**src/rtl/modport_counter.sv**
```systemverilog
// Modulo-12 up/down counter with synchronous parallel load.
// Out-of-range load data and any illegal held value collapse to zero.
module modport_counter (
  input  logic       clk,
  input  logic       rst,
  input  logic       load,
  input  logic       up_down,
  input  logic [3:0] Din,
  output logic [3:0] count
);

  localparam logic [3:0] CNT_MAX = 4'd11;

  logic [3:0] count_q;
  logic [3:0] count_d;

  always_comb begin
    count_d = count_q;
    if (load) begin
      count_d = (Din <= CNT_MAX) ? Din : 4'd0;
    end else if (count_q > CNT_MAX) begin
      // An illegal state recovers to zero whatever the direction.
      count_d = 4'd0;
    end else if (up_down) begin
      count_d = (count_q == CNT_MAX) ? 4'd0 : count_q + 4'd1;
    end else begin
      count_d = (count_q == 4'd0) ? CNT_MAX : count_q - 4'd1;
    end
  end

  always_ff @(posedge clk) begin
    if (rst) begin
      count_q <= 4'd0;
    end else begin
      count_q <= count_d;
    end
  end

  assign count = count_q;

endmodule

```
**config.mk**
```make
export PLATFORM = sky130hd
export DESIGN_NAME = modport_counter
export DESIGN_NICKNAME = d
export VERILOG_FILES = /design/src/rtl/modport_counter.sv
export SDC_FILE = /design/constraint.sdc
export NUM_CORES = 1
export LEC_CHECK = 0
export CORE_AREA = 2 2 39 41
export DETAILED_ROUTE_END_ITERATION = 16
export DIE_AREA = 0 0 41 43
export SKIP_LAST_GASP = 1
export SLEW_MARGIN = 30
export SYNTH_ARGS = -nofsm -noshare
export SYNTH_HDL_FRONTEND = slang
export SYNTH_SLANG_ARGS = --single-unit
```
**constraint.sdc**
```tcl
create_clock -name clk -period 1.5 [get_ports clk]
set_clock_uncertainty 0.15 [all_clocks]
set_input_delay 0.15 -clock clk [delete_from_list [all_inputs] [get_ports clk]]
set_output_delay 0.15 -clock clk [all_outputs]
set_load 0.01 [all_outputs]
```
# Yosys cells after proc, flatten, opt, wreduce, memory -nomap -nowiden
# Index checks and enable logic that the tools add are counted.
# W data, S select, Z words.
[classes]
addsub = 2
multipliers = 0
div_mod_pow = 0
magnitude_cmp = 2
eq_ne = 1
shifts = 0
n_mux = 6
bitwise_logic = 0
reduce_logical = 1
[ops]
columns = ["cell", "n"]
rows = [
  ["$mux W4", 6],
  ["$add A4 B1 Y4 const B", 1],
  ["$eq A4 B4 Y1 const B", 1],
  ["$gt A4 B4 Y1 const B", 1],
  ["$le A4 B4 Y1 const B", 1],
  ["$logic_not A4 Y1", 1],
  ["$sub A4 B1 Y4 const B", 1],
]
[totals]
reg_bits = 4
latch_bits = 0
ramBits = 0
rom_bits = 0
inputBits = 8
out_inout_bits = 4
wordCells = 13
n_memories = 0

# Longest topological paths before layout
[depth]
word_depth = 5
ltp_mapped = 6

# Least setup slack after synthesis
# No wires, ideal clock.
[synth_path]
path_type = "flip-flop to flip-flop"
startpoint = "reg count_q[0] (netlist: count[0])"
endpoint = "reg count_q[3] (netlist: count[3])"
setup_time_ns = 0.120
t_arrival_ns = 1.253
required_ns = 1.230
setup_slack_ns = -0.023
path_stages_with_launch = 7
n_path_buf = 0
period_less_slack_ns = 1.523
path_cell_list = "dfxtp_1 > inv_1 > ha_1 > o21bai_1 > a211o_1 > o211ai_1 > a21oi_1"
[synth_via]
elab_chain_cells = 5
word_cells_on_any_way = 10
cone_classes = "add/sub (2); order compare (1); eq/ne (1); mux (5); reduce/logical (1)"
[synth_rtl]
columns = ["element", "line_no", "text"]
rows = [
  ["start, declared", "14", "logic [3:0] count_q;"],
  ["start signal, assigned", "35", "count_q <= count_d;"],
  ["$sub A4 B1 Y4, or another cell as far along", "27", "count_d = (count_q == 4'd0) ? CNT_MAX : count_q - 4'd1;"],
  ["$mux W4, on equally long branches", "27, 25", ""],
  ["$mux W4", "24", "end else if (up_down) begin"],
  ["$mux W4 (*)", "21", "end else if (count_q > CNT_MAX) begin"],
  ["$mux W4 (*)", "19", "if (load) begin"],
]
# Mark *: on every way between the ends. The rest lies on a longest branch, timed or not.
# A chain may end at the register's enable or synchronous reset.

# Final worst setup path
# Ends and elaborated chain as after synthesis.

==> results.sh <==
export IMPL_diodes=0
export IMPL_clk_latency_ns=0.24
export IMPL_worstSetupEndpointType="register"
export IMPL_worst_r2r_setup_slack_ns=0.09
export IMPL_cts_buffer_depth=2
export IMPL_rsz0062_at_grt="no"
export IMPL_status="finished, final reports clean"
export IMPL_final_core_util=0.3454
export IMPL_cts_tree="built"
export IMPL_synthesis_area_sq_um=286.5
export IMPL_worst_ir_drop_vdd_v=0.0004655
export IMPL_core_sq_um=1384
export IMPL_numCtsBuffers=3
export IMPL_hold_violations=0
export IMPL_ys_seq_elements=4
export IMPL_hold_ws_ns=0.3816
export IMPL_drt_total_wl_microns=646
export IMPL_crit_required_ns=1.47
export IMPL_hp_class="input port to register"
export IMPL_final_net_count=64
export IMPL_critPathArrivalTime_ns=1.38
export IMPL_cts_sinks=4
export IMPL_antenna_found_initial=0
export IMPL_min_to="count[0]"
export IMPL_layout_min_cycle_time_ns=1.408
export IMPL_clk_pin_slew_ns=0.04
export IMPL_r2r_start="count[0]"
export IMPL_grt_overflow_total=0
export IMPL_syn_inst=34
export IMPL_largest_reg_flops=4
export IMPL_finalWeightedCongestion=0.7320
export IMPL_drv_cap=0
export IMPL_grt_pass1_wl_mm=1.021
export IMPL_first_iter_violations=12
export IMPL_setup_ws_ns=0.09166
export IMPL_via_per_inst=4.544
export IMPL_finalSetupViolations=0
export IMPL_path_class="register to register"
export IMPL_vias=309
export IMPL_fin_tns_setup_ns=0
export IMPL_synth_cell_types=20
export IMPL_min_period_over_period=0.9389
export IMPL_die_y_microns=43
export IMPL_crit_path_start="count[0]"
export IMPL_rr_worst_depth=6
export IMPL_leakagePower_uw=0.0002231
export IMPL_drc=0
export IMPL_post_cts_repair_setup_buffers=0
export IMPL_start_util=0.2071
export IMPL_final_layout_size_suffix_gt1_frac=0.2308
export IMPL_ioPinCount=12
export IMPL_grt_max_degree=10
export IMPL_worstSetupStartpointType="register"
export IMPL_drt_pass1_iterations=3
export IMPL_row_count=14
export IMPL_place_hpwl_microns=498
export IMPL_cp_cell_sequence="inv_1, ha_1, o21bai_1, a211o_1, o211ai_1, a21oi_1"
export IMPL_slew_violations=0
export IMPL_clock_fmax_ghz=0.7101
export IMPL_grtUsageTotal=0.09009
export IMPL_synth_seq_area_share=0.2795
export IMPL_cts_root_buffer="clkbuf_4"
export IMPL_worst_slew_pin_slew_ns=0.2686
export IMPL_syn_area_per_cell_sq_um=8.427
export IMPL_pre_cts_slack_ns=0.01862
export IMPL_grt_pass1_vias=260
export IMPL_syn_num_nets=44
export IMPL_min_delay_start="rst"
export IMPL_slowest_stage="dfxtp_2"
export IMPL_area_growth_synth_to_final_pct=66.81
export IMPL_yosysWarnings=0
export IMPL_die_w_microns=41
export IMPL_htreeDepth=1
export IMPL_wire_per_inst_microns=9.500
export IMPL_path_max_fanout=3
export IMPL_r2r_end="count[3]"
export IMPL_antenna_left=0
export IMPL_cp_slowest_stage_delay_ns=0.31
export IMPL_pwr_density_cell_nw_per_um2=775.9
export IMPL_slew_headroom=0.8209
export IMPL_port_buffers=11
export IMPL_dieArea_sq_um=1763
export IMPL_worstHoldPathCells=2
cells by family (layout without fill, tap and decap cells):
logic type,Yosys count,after routing,share of synthesized area
AND/OR/NAND/NOR,11,11,0.2314
multiplexers,1,1,0.03494
XOR/XNOR,1,1,0.03057
adder cells (fa/ha/maj),2,2,0.08732
buffers and inverters,2,20,0.02621
AO/OA/AOI/OAI,13,13,0.3101
flip-flops,4,4,0.2795
layout make-up:
cell class | instances | area, sq um
fill | 157 | 905.9
multi-input combinational | 28 | 198.9
timing repair buffer | 15 | 143.9
sequential | 4 | 85.08
clock buffer | 3 | 22.52
tap | 16 | 20.02
inverter | 2 | 7.507
stage by stage:
stage	instances	cell area [sq um]	power (uW)
2_1_floorplan	34	287.8	179.7
3_3_place_gp	65	447.9	239.0
3_5_place_dp	65	447.9	238.5
4_1_cts	68	471.7	378.8
5_1_grt	68	478.0	394.8
6_report	68	478.0	370.9
how the worst max path moves through the flow:
stage | endpoint | cells past startpoint
3_3_place_gp | count[2] | 5
2_1_floorplan | count[3] | 6
5_1_grt | count[3] | 6
6_report | count[3] | 6
4_1_cts | count[2] | 1
3_5_place_dp | count[2] | 5
routing by layer:
layer,part of all wire,track usage,vias to the layer above
met5,0,0,-
met4,0.012,0.1000,0
met3,0.077,0.03141,2
met2,0.40,0.09688,13
met1,0.51,0.1210,128
li1,-,-,166
report_power, final:
part	internal [uW]	leakage, uW	switching [uW]
Clock	89.6	0.0000138	45.2
Combinational	65.9	0.000175	41.9
Sequential	118	0.0000344	10.7
Total	273	0.000223	97.8
critical path, delay by kind of cell, from the launching register on:
kind	cells	cell delay, ns
flip-flops	1	0.31
buffers and inverters	1	0.06
adder cells (fa/ha/maj)	1	0.21
AO/OA/AOI/OAI	4	0.57
timing repair:
| item | in CTS | in global routing |
|---|---|---|
| hold buffers | 0 | 0 |
| setup endpoints to repair | 3 | 3 |
| resized for setup | 3 | 3 |
Yosys cell counts, drive strengths merged:
master  count  area, sq um
a211o       1        8.760
a21boi      1        7.510
a21oi       4        20.02
a22oi       2        15.01
and3        1        6.260
and4bb      1        12.51
dfxtp       4        80.08
ha          2        25.02
inv         2        7.510
mux2i       1        10.01
nand2       1        3.750
nand2b      2        12.51
nand3       1        5.000
nand3b      2        15.01
nor2        3        11.26
o211ai      1        7.510
o21ai       1        5.000
o21bai      1        7.510
o31a        2        17.52
xnor2       1        8.760
placed cells by master (no fill, tap or decap), types with 2 or more instances in the layout:
cell	n
clkdlybuf4s50_1	8
a21oi_1	4
dfxtp_2	4
buf_4	4
nor2_1	3
clkbuf_4	3
inv_1	2
nand3b_1	2
nand2b_1	2
o31a_1	2
a22oi_1	2
ha_1	2
dlymetal6s2s_1	2
(Power assumes the default switching activity.)
